**config.mk**
```make
export PLATFORM = sky130hd
export DESIGN_NAME = muldiv_seq_flat
export DESIGN_NICKNAME = d
export VERILOG_FILES = /design/src/rtl/muldiv_seq_if.sv /design/src/rtl/muldiv_seq.sv /design/src/flat_wrapper.sv
export SDC_FILE = /design/constraint.sdc
export NUM_CORES = 2
export LEC_CHECK = 0
export ABC_AREA = 1
export CELL_PAD_IN_SITES_DETAIL_PLACEMENT = 1
export CELL_PAD_IN_SITES_GLOBAL_PLACEMENT = 2
export CORE_ASPECT_RATIO = 1.4
export CORE_MARGIN = 5
export CORE_UTILIZATION = 42
export DETAILED_ROUTE_END_ITERATION = 10
export PLACE_DENSITY_LB_ADDON = 0.1
export SETUP_SLACK_MARGIN = 0.15
export SLEW_MARGIN = 10
export SYNTH_ARGS = -nofsm -noshare
export SYNTH_HDL_FRONTEND = slang
export SYNTH_SLANG_ARGS = --single-unit
```
**constraint.sdc**
```tcl
create_clock -name clk -period 15.51 [get_ports clk]
set_input_delay 3.102 -clock clk [delete_from_list [all_inputs] [get_ports clk]]
set_output_delay 3.102 -clock clk [all_outputs]
set_load 0.02 [all_outputs]
```
**src/rtl/muldiv_seq_if.sv**
```systemverilog
// rtl/muldiv_seq_if.sv - request/response bundle between execute stage and muldiv_seq
// master: execute stage (drives start/op/rs1/rs2/flush)
// slave:  muldiv_seq    (drives busy/done/result)
interface muldiv_seq_if #(
  parameter int XLEN = 32
);
  logic            start;
  logic [2:0]      op;
  logic [XLEN-1:0] rs1;
  logic [XLEN-1:0] rs2;
  logic            flush;
  logic            busy;
  logic            done;
  logic [XLEN-1:0] result;

  modport master (
    output start, op, rs1, rs2, flush,
    input  busy, done, result
  );

  modport slave (
    input  start, op, rs1, rs2, flush,
    output busy, done, result
  );
endinterface

```
**src/rtl/muldiv_seq.sv**
```systemverilog
// rtl/muldiv_seq.sv - multi-cycle RV32M multiply / divide sequencer
// clk    : rising-edge clock
// rst_n  : asynchronous active-low reset
// bus    : slave side of muldiv_seq_if
//          start/op/rs1/rs2 request, flush abort, busy/done/result status
module muldiv_seq #(
  parameter int XLEN = 32
) (
  input  logic          clk,
  input  logic          rst_n,
  muldiv_seq_if.slave   bus
);

  localparam logic [2:0] S_IDLE = 3'd0;
  localparam logic [2:0] S_MUL  = 3'd1;
  localparam logic [2:0] S_DIV  = 3'd2;
  localparam logic [2:0] S_FIX  = 3'd3;
  localparam logic [2:0] S_DONE = 3'd4;

  localparam logic [XLEN-1:0] INT_MIN = {1'b1, {(XLEN-1){1'b0}}};

  logic [2:0]      state;
  // op[2] is implied by which state we are in, so only the low bits are kept
  logic [1:0]      op_q;
  // a_q: multiplicand, or dividend that is shifted out while quotient bits shift in
  logic [XLEN-1:0] a_q;
  logic [XLEN-1:0] b_q;
  // Remainder is always below the divisor, so it fits in XLEN bits between steps;
  // the extra bit exists only in the shifted compare value rem_sh.
  logic [XLEN-1:0] rem_q;
  logic [4:0]      cnt_q;
  logic            q_neg;
  logic            r_neg;
  logic [XLEN-1:0] result_q;

  // Accept decode, from the live request
  logic            accept;
  logic            in_signed;
  logic            in_s1;
  logic            in_s2;
  logic            in_special;
  logic [XLEN-1:0] in_special_res;

  assign accept    = bus.start && !bus.flush && (state == S_IDLE || state == S_DONE);
  assign in_signed = !bus.op[0];
  assign in_s1     = in_signed && bus.rs1[XLEN-1];
  assign in_s2     = in_signed && bus.rs2[XLEN-1];

  always_comb begin
    in_special     = 1'b0;
    in_special_res = '0;
    if (bus.rs2 == '0) begin
      in_special     = 1'b1;
      in_special_res = bus.op[1] ? bus.rs1 : '1;
    end else if (in_signed && bus.rs1 == INT_MIN && bus.rs2 == '1) begin
      in_special     = 1'b1;
      in_special_res = bus.op[1] ? '0 : INT_MIN;
    end
  end

  // Multiply: sign-extend each operand to 2*XLEN; the low 2*XLEN bits of the
  // product are exact for every signedness combination.
  logic              mul_sa;
  logic              mul_sb;
  logic [2*XLEN-1:0] mul_a;
  logic [2*XLEN-1:0] mul_b;
  logic [2*XLEN-1:0] product;
  logic [XLEN-1:0]   mul_res;

  assign mul_sa  = (op_q != 2'b11) && a_q[XLEN-1];
  assign mul_sb  = !op_q[1] && b_q[XLEN-1];
  assign mul_a   = {{XLEN{mul_sa}}, a_q};
  assign mul_b   = {{XLEN{mul_sb}}, b_q};
  assign product = mul_a * mul_b;
  assign mul_res = (op_q == 2'b00) ? product[XLEN-1:0] : product[2*XLEN-1:XLEN];

  // Restoring divide step
  logic [XLEN:0]   rem_sh;
  logic [XLEN:0]   rem_sub;
  logic            q_bit;

  assign rem_sh  = {rem_q, a_q[XLEN-1]};
  assign q_bit   = rem_sh >= {1'b0, b_q};
  assign rem_sub = rem_sh - {1'b0, b_q};

  // Sign fix-up
  logic [XLEN-1:0] quo_fix;
  logic [XLEN-1:0] rem_fix;

  assign quo_fix = q_neg ? -a_q : a_q;
  assign rem_fix = r_neg ? -rem_q : rem_q;

  always_ff @(posedge clk or negedge rst_n) begin
    if (!rst_n) begin
      state    <= S_IDLE;
      op_q     <= '0;
      a_q      <= '0;
      b_q      <= '0;
      rem_q    <= '0;
      cnt_q    <= '0;
      q_neg    <= 1'b0;
      r_neg    <= 1'b0;
      result_q <= '0;
    end else if (bus.flush) begin
      state <= S_IDLE;
    end else begin
      case (state)
        S_IDLE, S_DONE: begin
          if (accept) begin
            op_q <= bus.op[1:0];
            if (!bus.op[2]) begin
              a_q   <= bus.rs1;
              b_q   <= bus.rs2;
              state <= S_MUL;
            end else if (in_special) begin
              a_q      <= bus.rs1;
              b_q      <= bus.rs2;
              result_q <= in_special_res;
              state    <= S_DONE;
            end else begin
              a_q   <= in_s1 ? -bus.rs1 : bus.rs1;
              b_q   <= in_s2 ? -bus.rs2 : bus.rs2;
              rem_q <= '0;
              cnt_q <= 5'd31;
              q_neg <= in_s1 ^ in_s2;
              r_neg <= in_s1;
              state <= S_DIV;
            end
          end else begin
            state <= S_IDLE;
          end
        end
        S_MUL: begin
          result_q <= mul_res;
          state    <= S_DONE;
        end
        S_DIV: begin
          rem_q <= q_bit ? rem_sub[XLEN-1:0] : rem_sh[XLEN-1:0];
          a_q   <= {a_q[XLEN-2:0], q_bit};
          if (cnt_q == 5'd0) begin
            state <= S_FIX;
          end else begin
            cnt_q <= cnt_q - 5'd1;
          end
        end
        S_FIX: begin
          result_q <= op_q[1] ? rem_fix : quo_fix;
          state    <= S_DONE;
        end
        default: state <= S_IDLE;
      endcase
    end
  end

  assign bus.busy   = (state == S_MUL) || (state == S_DIV) || (state == S_FIX);
  assign bus.done   = (state == S_DONE);
  assign bus.result = result_q;

endmodule

```
**src/flat_wrapper.sv**
```systemverilog
// flat-port wrapper written by rule: the top's interface ports become plain ports
module muldiv_seq_flat 
#(
  parameter int XLEN = 32
)
  (clk, rst_n, bus_start, bus_op, bus_rs1, bus_rs2, bus_flush, bus_busy, bus_done, bus_result);
  muldiv_seq_if #(.XLEN(XLEN)) bus_i ();
  input  logic clk;
  input  logic rst_n;
  input wire logic [$bits(bus_i.start)-1:0] bus_start;
  input wire logic [$bits(bus_i.op)-1:0] bus_op;
  input wire logic [$bits(bus_i.rs1)-1:0] bus_rs1;
  input wire logic [$bits(bus_i.rs2)-1:0] bus_rs2;
  input wire logic [$bits(bus_i.flush)-1:0] bus_flush;
  output wire logic [$bits(bus_i.busy)-1:0] bus_busy;
  output wire logic [$bits(bus_i.done)-1:0] bus_done;
  output wire logic [$bits(bus_i.result)-1:0] bus_result;
  assign bus_i.start = bus_start;
  assign bus_i.op = bus_op;
  assign bus_i.rs1 = bus_rs1;
  assign bus_i.rs2 = bus_rs2;
  assign bus_i.flush = bus_flush;
  assign bus_busy = bus_i.busy;
  assign bus_done = bus_i.done;
  assign bus_result = bus_i.result;
  muldiv_seq #(.XLEN(XLEN)) u_core (.clk(clk), .rst_n(rst_n), .bus(bus_i));
endmodule
```
[Yosys cells after proc, flatten, opt, wreduce, memory -nomap -nowiden]
Index checks and enable logic that the tools add are counted.
Operators by class
  multiplexer cells: 38
  equality and inequality tests: 13
  multiply operators: 1
  reductions and logical operators: 28
  bitwise logic cells: 3
  $lt $le $gt $ge: 1
  add/subtract/negate cells: 6
Operators with widths (number)
  2-to-1 mux 32 bit: 22
  negator 32 bit: 4
  case mux 32 bit (2 select lines): 2
  case mux 32 bit (3 select lines): 1
  equality test 32 bit (second input constant): 2
  multiplier 33 x 33 -> 64 bit: 1
  >= comparator 33 x 32 -> 1 bit: 1
  zero test 32 bit: 1
  subtractor 32 bit: 1
  2-to-1 mux 5 bit: 4
  2-to-1 mux 3 bit: 5
  AND reduction 5 bit: 3
  case mux 5 bit (2 select lines): 1
  case mux 3 bit (3 select lines): 1
  logical AND 1 bit: 8
  inequality test 2 bit (second input constant): 4
  equality test 3 x 2 -> 1 bit (second input constant): 2
  AND reduction 3 bit: 2
  AND reduction 6 bit: 1
  zero test 5 bit: 1
  subtractor 5 x 1 -> 5 bit (second input constant): 1
  inequality test 2 x 1 -> 1 bit (second input constant): 2
  OR reduction 2 bit: 2
  equality test 3 x 1 -> 1 bit (second input constant): 1
  11 further kinds: 17
Storage, ports and cells
  output and inout port bits: 34
  input bits: 71
  logic and storage cells: 99
  bits in registers: 140

[Longest topological paths before layout]
  word-level depth: 10
  mapped depth: 36
  gate-level depth less buffers: 34

[Least setup slack after synthesis]
OpenSTA, ideal clock, no wires.
  path type: reg-to-reg
  start point: reg u_core.op_q[1]
  end point: reg u_core.result_q[31] (netlist: u_core.bus.result[31])
  arrival: 7761 ps
  required time: 15389 ps
  stages on the path, launching flop included: 32
  path buffers: 2
  path slack: 7628 ps
  clock period less this slack: 7882 ps
  path through: dfrtp_1 > clkbuf_1 > nand2_1 > nand2_1 > clkbuf_1 > nor2_1 > fa_1 > inv_1 > fa_1 > inv_1 > fa_1 > inv_1 > fa_1 > inv_1 > fa_1 > fa_1 > fa_1 > inv_1 > fa_1 > inv_1 > ha_1 > nand2_1 > nor2_1 > nand2_1 > nor4_1 > nand2_1 > nand2_1 > inv_1 > nand2_1 > nand3_1 > nand2_1 > a21oi_1
On the way
  cells in the longest elaborated chain, start to end: 5
  elaborated cells on any way between the ends: 9
  those cells by class: 1 x mul; 1 x eq/ne; 3 x mux; 4 x reduce/logical
Ends and longest elaborated chain
  from (decl): RTL line muldiv_seq.sv:24  | logic [1:0] op_q;
  from (signal assigned): RTL line muldiv_seq.sv:110  | op_q <= bus.op[1:0];
  inequality test 2 bit or zero test 1 bit (tied branches): RTL line muldiv_seq.sv:70, muldiv_seq.sv:71
  logical AND 1 bit, on equally long branches: RTL line muldiv_seq.sv:70, muldiv_seq.sv:71
  multiplier 33 x 33 -> 64 bit: RTL line muldiv_seq.sv:74  | assign product = mul_a * mul_b;
  2-to-1 mux 32 bit: RTL line muldiv_seq.sv:75  | assign mul_res = (op_q == 2'b00) ? product[XLEN-1:0] : product[2*XLEN-1:XLEN];
  case mux 32 bit (3 select lines) *: RTL line muldiv_seq.sv:107  | case (state)
  to (signal assigned): RTL line muldiv_seq.sv:118  | result_q <= in_special_res;
  to (signal assigned): RTL line muldiv_seq.sv:134  | result_q <= mul_res;
  to (signal assigned): RTL line muldiv_seq.sv:147  | result_q <= op_q[1] ? rem_fix : quo_fix;
  to (decl): RTL line muldiv_seq.sv:34  | logic [XLEN-1:0] result_q;
Mark *: on every way between the ends. The rest lies on a longest branch, timed or not.
A chain may end at the register's enable or synchronous reset.

[Final worst setup path]
  start point: reg u_core.op_q[1]
  end point: reg u_core.result_q[25] (netlist: u_core.bus.result[25])
The elaborated chain is that of the path after synthesis.

==> results.md <==
GRT:
- The initial antenna violation count came to 8.
- For this run, the total global-route usage over all layers was measured as about a third.
- The number of global-route vias before repair is around 55000.
- Summed over all layers, the global routing overflow is 0.
- Entering global routing, the biggest net connects 86 pins.
- The first global-routing pass estimated around 350000 um of wire.

Layout:
- Leaving out fill and tap cells, the most frequent cell in the layout is sky130_fd_sc_hd__nand2_1.
- In the final layout, the share of cells above drive strength 1 is under 10%.
- The sequential standard cell area is approximately 0.0035 mm^2.
- Excluding fillers, the count of instances in the completed layout stands at between 8000 and 9000.
- In the layout the commonest cells are 2023 x sky130_fd_sc_hd__nand2_1, 1901 x sky130_fd_sc_hd__inv_1, 1125 x sky130_fd_sc_hd__fa_1.
- The number of fillers in the final layout is 16100.
- In the final layout, the multi-input gates occupy between 0.04 and 0.05 mm^2.
- The post-synthesis to final-layout area growth is 5.77%.
- The final layout contains 8735 nets.

Synth:
- The gate count of the mapped netlist is ~7400.
- The biggest area consumer among synthesized cells is sky130_fd_sc_hd__fa_1.
- The total of warnings raised by yosys is 0.
- In this run, synthesis inferred 0 flip-flops with an integrated enable.
- Of the total synthesized cell area, the portion taken by XOR and XNOR cells is less than 1%.
- Ranked by total cell area, the synthesized netlist is headed by sky130_fd_sc_hd__fa_1 42%, sky130_fd_sc_hd__nand2_1 14%, sky130_fd_sc_hd__inv_1 13%, sky130_fd_sc_hd__dfrtp_1 6.5%, sky130_fd_sc_hd__ha_1 5.9%.
- The proportion of netlist area held by the largest area contributor is a little over two fifths.
- Summing the areas of all and, or, nand and nor instances in the mapped netlist gives a little under a quarter of the synthesized area.
- The dominant synthesized flop cell is sky130_fd_sc_hd__dfrtp_1.
- Counting flops with an async set or reset pin after synthesis yields a share of 100%.
- The multiplexer share of the synthesized area is 0%.
- For this run, the register share of the synthesized area comes to 6.53%.
- The count of state elements after synthesis is 140.
- The per-instance average area after synthesis is just over 7 um^2.
- The number of nets handed over by synthesis was between 8000 and 9000.
- After synthesis, the netlist uses 53 different library cells.
- After synthesis the cells add up to 0.0537 mm^2.
- The main combinational cell family by area after synthesis is adder cells.
- The adder-cell share of the synthesized area is 47.9%.
- Summing the areas of all compound-gate instances in the mapped netlist gives about 5.4% of the synthesized area.

Clocking:
- The tree built by TritonCTS fans out to 140 sinks.
- The number of cells upsized or downsized after cts is 0.
- The clock tree synthesis step divided the H-tree into 4 levels.
- In this run, CTS created clock tree buffers numbering 17.
- The clock tree root driver cell is sky130_fd_sc_hd__clkbuf_16.
- TritonCTS built the clock tree.
- The clock latency reported for the late side of the worst-skew pair is 0.52 ns.
- The number of buffers added to fix hold violations after cts is 0.
- The buffers inserted during post-CTS setup optimization is 0.
- The clock tree buffer depth is 2.
- The clock transition at the registers of the reported paths is 0.08 ns.

Worst setup path:
- The critical path crosses 29 cells after its start point.
- The family of cells with the greatest summed delay on the critical path is adder cells.
- The combined buffer and inverter count along the critical path is 6.
- The worst setup slack for register-to-register paths is about 5.5 ns.
- The reg-to-reg critical path startpoint is u_core.op_q[1]$_DFFE_PN0P_.
- The endpoint identified for the worst register-to-register timing path is u_core.bus.result[25]$_DFFE_PN0P_.
- The required time reported for the critical path endpoint is between 15 and 20 ns.
- The critical path is of the flip-flop to flip-flop type.
- The worst reg2reg path depth is 29.
- The critical-path cell with the highest stage delay is sky130_fd_sc_hd__fa_1.
- The startpoint class of the critical path is a flip-flop.
- The arrival time at the worst endpoint is 10.43 ns.
- In this run the worst path has a maximum fanout of 33.
- The largest single stage delay on the critical path is ~0.98 ns.
- STA classifies the critical path endpoint as a flip-flop.

Placement:
- Once detailed placement completed, the half-perimeter wirelength came to approximately 190000 um.
- The number of buffers added on ports is ~100.
- The routability congestion estimate from global placement is just under 1.
- The number of placed instances, taps included, is about 8900.
- Prior to clock tree synthesis, the placed netlist has a worst setup slack of 5.50 ns.

Timing:
- The number of pins exceeding their max-slew limit in the final report came to 0.
- On the final layout, the worst clock skew is approximately 0.022 ns.
- Setup total negative slack on the finished layout was measured at 0 ns.
- The number of failing hold endpoints at the final stage came to 0.
- Setup repair after global routing left no endpoint under its margin.
- The worst setup slack after layout is roughly 5.5 ns.
- The maximum achievable frequency is between 90 and 100 MHz.
- The final setup violation count is 0.
- In the finished design, the share of the clock period the worst path needs comes to roughly 64%.
- The worst-case headroom to the max-slew limit is 28.0%.
- For the pin with the worst max-slew slack, the measured transition is ~1.1 ns.
- The time the worst path needs with I/O delays and setup is between 10 and 15 ns.

Route:
- The number of vias in the routed layout is between 40000 and 50000.
- The detail route stage leaves a number of antenna-violating nets equal to 0.
- For this run, design rule violations remaining after detail routing come to 0.
- The number of detailed-route iterations in the first pass is 5.
- The wire length after detailed routing is roughly 240000 um.
- After detailed routing, the number of vias per cell comes to approximately 5.4.
- In this run, the number of DRC markers left after iteration 0 of detailed routing was 2977.
- Dividing the detail-routed wire length by the instance count gives 26.3 um.

Die:
- In this run the vertical extent of the chip is roughly 430 um.
- The initialized floorplan defines 155 standard-cell rows.
- The floorplan step defined a core boundary enclosing ~0.13 mm^2.
- During I/O placement, the number of pins put on the boundary was around 110.
- From left edge to right edge, the die measures between 300 and 400 um.
- The starting utilization of the core area is approximately 42%.
- The die outline area is 0.135 mm^2.

Hold path:
- The depth of the worst hold-timing path is 2.
- The startpoint of the worst hold path is u_core.a_q[16]$_DFFE_PN0P_.
- The type of the worst min-delay path is flip-flop to flip-flop.
- The worst-case hold path end point is u_core.a_q[16]$_DFFE_PN0P_.

Run:
- The max capacitance violation total is 0.

Outcome:
- The run finished with clean final reports.
-- flip-flops by register name, summed over array words and instances, names as in the netlist --
name	cells
u_core.a_q	32
u_core.b_q	32
u_core.bus.result	32
u_core.cnt_q	5
u_core.op_q	2
u_core.q_neg	1
u_core.r_neg	1
u_core.rem_q	32
u_core.state	3
-- routing by layer --
metal | global-route usage, % | part of all wire [%]
met2 | 62.7 | 50
met5 | 0 | 0.0098
met4 | 24.5 | 9.1
met1 | 39.8 | 37
met3 | 3.70 | 4.5
-- tightest hold or removal path, delay by kind of cell, from the launching register on --
kind             cells  cell delay, ns
DFF                  1            0.34
and+or+nand+nor      2            0.12
-- metrics by stage --
| step | area, um^2 | hold WS, ns | utilization (%) |
|---|---|---|---|
| 2_1_floorplan | 53700 | 0.464 | - |
| 3_3_place_gp | 56200 | 0.468 | 44.1 |
| 3_5_place_dp | 56200 | 0.469 | 44.1 |
| 4_1_cts | 56700 | 0.485 | 44.6 |
| 5_1_grt | 56700 | 0.518 | 44.6 |
| 6_report | 56800 | 0.487 | 44.6 |
-- worst max path at each step --
stage / endpoint / startpoint
global placement: u_core.bus.result[28]$_DFFE_PN0P_ / u_core.op_q[1]$_DFFE_PN0P_
global route: u_core.bus.result[31]$_DFFE_PN0P_ / u_core.op_q[1]$_DFFE_PN0P_
floorplan: u_core.bus.result[31]$_DFFE_PN0P_ / u_core.op_q[1]$_DFFE_PN0P_
CTS: u_core.bus.result[31]$_DFFE_PN0P_ / u_core.op_q[1]$_DFFE_PN0P_
finish: u_core.bus.result[25]$_DFFE_PN0P_ / u_core.op_q[1]$_DFFE_PN0P_
detailed placement: u_core.bus.result[25]$_DFFE_PN0P_ / u_core.op_q[1]$_DFFE_PN0P_
-- cell families after synthesis --
logic type      after synthesis
buf+inv                    2261
compound gates              522
fa+ha+maj                  1378
flops                       140
xor+xnor                     56
simple gates               3052
-- final cells by class --
type	count	share of cell area (%)
flip-flops and latches	140	6.20
multi-input cells	5008	73.3
repair buffers	196	3.05
clock inverters	14	0.260
inverters	1923	12.7
clock buffers	18	0.774
diodes	5	0.0220
well taps	1648	3.63
-- Yosys cell counts (25+ instances only) --
| master | count |
|---|---|
| sky130_fd_sc_hd__a21oi_1 | 182 |
| sky130_fd_sc_hd__buf_1 | 33 |
| sky130_fd_sc_hd__buf_2 | 25 |
| sky130_fd_sc_hd__clkbuf_1 | 273 |
| sky130_fd_sc_hd__dfrtp_1 | 140 |
| sky130_fd_sc_hd__fa_1 | 1126 |
| sky130_fd_sc_hd__ha_1 | 252 |
| sky130_fd_sc_hd__inv_1 | 1901 |
| sky130_fd_sc_hd__nand2_1 | 2023 |
| sky130_fd_sc_hd__nand3_1 | 380 |
| sky130_fd_sc_hd__nand4_1 | 59 |
| sky130_fd_sc_hd__nor2_1 | 439 |
| sky130_fd_sc_hd__nor3_1 | 48 |
| sky130_fd_sc_hd__o21ai_0 | 171 |
| sky130_fd_sc_hd__o21ai_1 | 69 |
| sky130_fd_sc_hd__xnor2_1 | 27 |
| sky130_fd_sc_hd__xor2_1 | 29 |
Power is not shown: default switching activity piles up to over one toggle a cycle in this logic, so the estimate is an artifact.
